--- config.mk ---
export PLATFORM = sky130hd
export DESIGN_NAME = adc_sample_streamer
export DESIGN_NICKNAME = d
export VERILOG_FILES = /design/src/rtl/adc_sample_streamer.sv
export SDC_FILE = /design/constraint.sdc
export NUM_CORES = 1
export LEC_CHECK = 0
export ABC_AREA = 1
export ABC_CLOCK_PERIOD_IN_PS = 6800
export CAP_MARGIN = 20
export CORE_MARGIN = 10
export CORE_UTILIZATION = 58
export DETAILED_ROUTE_END_ITERATION = 8
export GPL_ROUTABILITY_DRIVEN = 0
export HOLD_SLACK_MARGIN = 0.1
export PLACE_DENSITY = 0.84
export SLEW_MARGIN = 15
export SYNTH_ARGS = -nofsm -noshare
export SYNTH_HDL_FRONTEND = slang
export SYNTH_SLANG_ARGS = --single-unit
--- constraint.sdc ---
create_clock -name avl_clk_i -period 6.8 [get_ports avl_clk_i]
set_input_delay 1.02 -clock avl_clk_i [delete_from_list [all_inputs] [get_ports avl_clk_i]]
set_output_delay 1.02 -clock avl_clk_i [all_outputs]
set_load 0.03 [all_outputs]
--- src/rtl/adc_sample_streamer.sv ---
// rtl/adc_sample_streamer.sv - SPI-style master for a 16-bit serial ADC, one published sample per SAMPLE_PERIOD
// ADC_STREAMER_TESTPAT_EN adds test_pattern_i, which substitutes a 16-bit ramp for the shifted data at publish.
module adc_sample_streamer #(
  parameter int CLK_DIV       = 2,
  parameter int SAMPLE_PERIOD = 100
) (
  input  logic        avl_clk_i,
  input  logic        avl_reset_i,
  input  logic        enable_i,
  input  logic        adc_miso_i,
`ifdef ADC_STREAMER_TESTPAT_EN
  input  logic        test_pattern_i,
`endif
  output logic        adc_cs_n_o,
  output logic        adc_sclk_o,
  output logic [15:0] sample_o,
  output logic        sample_valid_o,
  output logic        busy_o,
  output logic [31:0] sample_count_o
);

  localparam int DW = (CLK_DIV > 1) ? $clog2(CLK_DIV) : 1;
  localparam int PW = $clog2(SAMPLE_PERIOD);

  if (CLK_DIV < 1) begin : g_bad_clk_div
    $fatal(1, "adc_sample_streamer: CLK_DIV must be >= 1");
  end
  if (SAMPLE_PERIOD < 33 * CLK_DIV + 2) begin : g_bad_sample_period
    $fatal(1, "adc_sample_streamer: SAMPLE_PERIOD must be >= 33*CLK_DIV+2");
  end

  typedef enum logic [2:0] {
    IDLE,
    SETUP,
    SHIFT_HI,
    SHIFT_LO,
    PUBLISH
  } state_t;

  state_t        state_q, state_d;
  logic [DW-1:0] div_q, div_d;
  logic [3:0]    bit_q, bit_d;
  logic [15:0]   shift_q, shift_d;
  logic [PW-1:0] pcnt_q, pcnt_d;
  logic          cs_n_q, cs_n_d;
  logic          sclk_q, sclk_d;
  logic          valid_q, valid_d;
  logic          busy_q, busy_d;
  logic [15:0]   sample_q, sample_d;
  logic [31:0]   count_q, count_d;
  logic          phase_end;
`ifdef ADC_STREAMER_TESTPAT_EN
  logic [15:0]   ramp_q, ramp_d;
`endif

  assign phase_end = (div_q == DW'(CLK_DIV - 1));

  // Frame cadence is owned by pcnt alone, so the FSM never has to know the period.
  always_comb begin
    pcnt_d = '0;
    if (enable_i) begin
      pcnt_d = (pcnt_q == PW'(SAMPLE_PERIOD - 1)) ? '0 : pcnt_q + PW'(1);
    end
  end

  always_comb begin
    state_d  = state_q;
    div_d    = '0;
    bit_d    = bit_q;
    shift_d  = shift_q;
    cs_n_d   = cs_n_q;
    sclk_d   = sclk_q;
    valid_d  = 1'b0;
    sample_d = sample_q;
    count_d  = count_q;
`ifdef ADC_STREAMER_TESTPAT_EN
    ramp_d   = ramp_q;
`endif

    case (state_q)
      IDLE: begin
        if (enable_i && (pcnt_q == '0)) begin
          state_d = SETUP;
          cs_n_d  = 1'b0;
          bit_d   = '0;
        end
      end
      SETUP: begin
        div_d = phase_end ? '0 : div_q + DW'(1);
        if (phase_end) begin
          state_d = SHIFT_HI;
          sclk_d  = 1'b1;
        end
      end
      SHIFT_HI: begin
        div_d = phase_end ? '0 : div_q + DW'(1);
        if (phase_end) begin
          shift_d = {shift_q[14:0], adc_miso_i};
          sclk_d  = 1'b0;
          state_d = SHIFT_LO;
        end
      end
      SHIFT_LO: begin
        div_d = phase_end ? '0 : div_q + DW'(1);
        if (phase_end) begin
          if (bit_q == 4'd15) begin
            // Outputs are registered, so the publish strobe is set on the edge entering PUBLISH.
            state_d = PUBLISH;
            cs_n_d  = 1'b1;
            valid_d = 1'b1;
            count_d = count_q + 32'd1;
`ifdef ADC_STREAMER_TESTPAT_EN
            sample_d = test_pattern_i ? ramp_q : shift_q;
            ramp_d   = ramp_q + 16'd1;
`else
            sample_d = shift_q;
`endif
          end else begin
            bit_d   = bit_q + 4'd1;
            sclk_d  = 1'b1;
            state_d = SHIFT_HI;
          end
        end
      end
      PUBLISH: begin
        state_d = IDLE;
      end
      default: begin
        state_d = IDLE;
      end
    endcase

    busy_d = ~cs_n_d;
  end

  always_ff @(posedge avl_clk_i or posedge avl_reset_i) begin
    if (avl_reset_i) begin
      state_q  <= IDLE;
      div_q    <= '0;
      bit_q    <= '0;
      shift_q  <= '0;
      pcnt_q   <= '0;
      cs_n_q   <= 1'b1;
      sclk_q   <= 1'b0;
      valid_q  <= 1'b0;
      busy_q   <= 1'b0;
      sample_q <= '0;
      count_q  <= '0;
`ifdef ADC_STREAMER_TESTPAT_EN
      ramp_q   <= '0;
`endif
    end else begin
      state_q  <= state_d;
      div_q    <= div_d;
      bit_q    <= bit_d;
      shift_q  <= shift_d;
      pcnt_q   <= pcnt_d;
      cs_n_q   <= cs_n_d;
      sclk_q   <= sclk_d;
      valid_q  <= valid_d;
      busy_q   <= busy_d;
      sample_q <= sample_d;
      count_q  <= count_d;
`ifdef ADC_STREAMER_TESTPAT_EN
      ramp_q   <= ramp_d;
`endif
    end
  end

  assign adc_cs_n_o     = cs_n_q;
  assign adc_sclk_o     = sclk_q;
  assign sample_o       = sample_q;
  assign sample_valid_o = valid_q;
  assign busy_o         = busy_q;
  assign sample_count_o = count_q;

endmodule

==> summary.md <==
| Metric | Value |
|---|---|
| Status | `complete, no violations` |
| Rel. slew slack | `approximately 41%` |
| Worst slew pin tran | `roughly 0.89 ns` |
| Leakage | `between 2 and 2.5 nW` |
| PD cells | `approximately 190 nW/µm²` |
| CTS Hold Bufs | `0` |
| Simple-gate area share of the yosys netlist | `between 20% and 30%` |
| Share of total power in combinational logic | `2.8%` |
| Die X | `roughly 100 µm` |
| Top cells by area, synth | `dfrtp_1 (53%), nand2_1 (11%), inv_1 (6.4%), o21ai_0 (5.2%), nand3_1 (4.1%)` |
| DRT met1 WL | `about 3800 µm` |
| Die H | `between 100 and 150 µm` |
| Ratio of cells with drive above 1 in the final layout | `under 10%` |
| Number of standard cells in the final layout excluding fillers | `about 600` |
| Post-Syn Nets | `approximately 460` |
| Crit Path Class | `reg -> out` |
| IO buf count | `between 50 and 60` |
| Post-Place Cells | `roughly 580` |
| Share of the synthesized area in the top cell type | `53.2%` |
| Final Slew Violations | `0` |
| CP max stage cell | `clkdlybuf4s50_1` |
| Part of the power in the clock network | `approximately two fifths` |
| Synthesized area | `~3900 µm²` |
| Synthesized area per cell | `about 8.5 µm²` |
| Synth Instances | `approximately 460` |
| Internal cell power | `~700 µW` |
| Routed met3 length | `between 500 and 600 µm` |
| Top layer in use | `met4` |
| Worst-Skew Late Latency | `~0.35 ns` |
| Max-Cap Viols | `0` |
| Synth cell count leaders | `nand2_1 (116), dfrtp_1 (82), inv_1 (66)` |
| Vias | `just over 3k` |
| Synth Flop Type | `dfrtp_1` |
| Asr flop ratio synth | `100%` |
| Post-placement cell area | `~4500 µm²` |
| Main combinational cell family by area after synthesis | `simple AND/OR/NAND/NOR gates` |
| Antenna cells | `0` |
| Psw | `around 200 µW` |
| Die area | `between 10,000 and 15,000 µm²` |
| Setup Buffers After CTS | `0` |
| EDFF count, synth | `0` |
| TritonCTS buffer count | `9` |
| Most common cell in the netlist | `nand2_1` |
| I/O Pins | `56` |
| CTS HTree Levels | `3` |
| Sw frac | `between 20% and 30%` |
| Drc violations | `0` |
| Antenna violations before repair | `0` |
| Post-route minimum period | `2.57 ns` |
| Largest net degree at the start of global routing | `84` |
| Setup TNS Final | `0 ns` |
| Crit-path max FO | `2` |
| Complex-gate fraction of the synthesized area | `under 10%` |
| Overall routed net length | `around 8300 µm` |
| First-pass GRT wire length | `roughly 14,000 µm` |
| CP Data Arrival Time | `~1.6 ns` |
| Core footprint | `approximately 6400 µm²` |
| Final setup fails | `0` |
| WL met2 | `3970 µm` |
| CP delay by family, top | `buffers and inverters` |
| Seq/Total Area, Yosys | `between 50% and 60%` |
| All-Layer GR Usage | `16.8%` |
| Setup Skew | `approximately 0.0057 ns` |
| Crit path buf inv count | `1` |
| Mux cell area share after synthesis | `0%` |
| Max Freq | `between 0.3 and 0.4 GHz` |
| Drt pass-1 iters | `4` |
| Wire per inst | `between 10 and 15 µm` |
| Max clock buf depth | `2` |
| Seq pwr share | `roughly 57%` |
| Initial Utilization | `~60%` |
| Clock root cell | `clkbuf_8` |
| Sink Count | `83` |
| Hold Fails Final Rpt | `0` |
| Yosys warning count | `0` |
| Nets | `524` |
| Critical path, cell by cell | `clkdlybuf4s50_1` |
| Post-Synth Adder-Cell Area | `around 1.3%` |
| Unique masters post-synth | `27` |
| CP max stage delay | `about 0.67 ns` |
| DR vias/cell | `~5.2` |
| Number of global-route vias before repair | `between 3k and 4k` |
| Yosys reg bits | `83` |
| Synth Area in XOR/XNOR | `under 10%` |
| CTS tree | `yes` |
| DRT antenna net count | `0` |
| Area Overhead vs Synth | `21.8%` |
| CTS clk-pin slew, worst paths | `0.08 ns` |
| Area leader, netlist | `dfrtp_1` |
| Worst setup SP type | `flop` |
| Total grt overflow | `0` |
| CTS resizes | `0` |
| Initial drt markers | `about 170` |
| Worst Setup End Kind | `output port` |
| Count of standard-cell rows | `29` |
| Hold/Removal Path Class | `reg -> reg` |
| Cell area after layout | `4700 µm²` |
| Post-DP HPWL | `approximately 5900 µm` |
| VDD IR-drop max | `0.145 mV` |
| Unrepaired setup endpoints after global routing | `no` |
| Worst Path Required | `just under 6 ns` |
| Tcrit/Tclk final | `~38%` |
[layout make-up]
type | instances | area [µm²]
Multi-Input combinational cell | 298 | 1490
Clock buffer | 10 | 138
Inverter | 67 | 253
Timing Repair Buffer | 57 | 586
Fill cell | 477 | 1720
Clock inverter | 6 | 65.1
Sequential cell | 83 | 2080
Tap cell | 77 | 96.3
[sequential cells by signal, indices dropped and copies added, names as in the netlist, named ones only]
name            cells
adc_sclk_o          1
bit_q               4
busy_o              1
div_q               1
pcnt_q              7
sample_count_o     32
sample_o           16
sample_valid_o      1
shift_q            16
state_q             3
[routing by layer]
layer,global-route usage (%),vias to the layer above
met5,0,-
met4,7.04,0
met3,4.77,8
met2,27.7,69
met1,20.2,1469
li1,-,1544
[power by group through the flow]
stage | combinational, mW | clock [mW] | sequential [mW]
6_report | 0.0250 | 0.359 | 0.502
5_1_grt | 0.0296 | 0.384 | 0.503
4_1_cts | 0.0239 | 0.364 | 0.502
3_5_place_dp | 0.0238 | 0 | 0.512
3_3_place_gp | 0.0230 | 0 | 0.511
2_1_floorplan | 0.0168 | 0 | 0.511
[per-stage QoR]
step	setup slack [ns]	hold slack [ns]	util [%]	total power, mW
after floorplan	3.64	0.442	-	0.528
after global placement	4.39	0.456	69.6	0.535
after detailed placement	4.32	0.466	69.6	0.536
after CTS	4.20	0.495	72.8	0.890
after global routing	4.16	0.523	73.2	0.916
final	4.23	0.490	73.2	0.886
[cells in the final DEF (no fill, tap or decap), types with 2 or more instances in the layout]
cell type | Yosys | routed
nand3_1 | 32 | 32
nor2_2 | 2 | 2
nor2_4 | 2 | 2
xnor2_1 | 15 | 15
dfrtp_1 | 82 | 82
nor2_1 | 42 | 42
clkinv_4 | 0 | 2
inv_1 | 66 | 65
ha_1 | 4 | 4
xor2_1 | 9 | 9
or2_2 | 3 | 3
nand2_2 | 4 | 4
nand4_1 | 12 | 12
a21oi_1 | 5 | 5
clkbuf_8 | 0 | 10
nand3_2 | 2 | 2
clkdlybuf4s50_1 | 0 | 55
nand2_1 | 116 | 116
nor3_1 | 6 | 6
clkinv_2 | 0 | 3
o21ai_0 | 40 | 40
[kinds of logic (layout without fill, tap and decap cells)]
kind of cell    count (synthesis)  count (layout)
simple gates                  224             224
flops                          83              83
buf+inv                        75             140
compound gates                 46              46
xor+xnor                       24              24
fa+ha+maj                       4               4
[worst paths after layout]
path | startpoint | endpoint | slack (ns) | depth (start not counted)
min in group asynchronous | avl_reset_i | sample_o[1] | 1.03 | 3
max in group asynchronous | avl_reset_i | shift_q[7] | 5.20 | 4
worst min register to register | shift_q[15] | sample_o[15] | 0.49 | 2
worst max register to register | bit_q[0] | sample_count_o[19] | 4.57 | 7
worst max-delay path | flop | adc_cs_n_o | 4.23 | 1
worst min-delay path | shift_q[15] | sample_o[15] | 0.49 | 2
No activity file was read; power rests on OpenSTA's default activity.
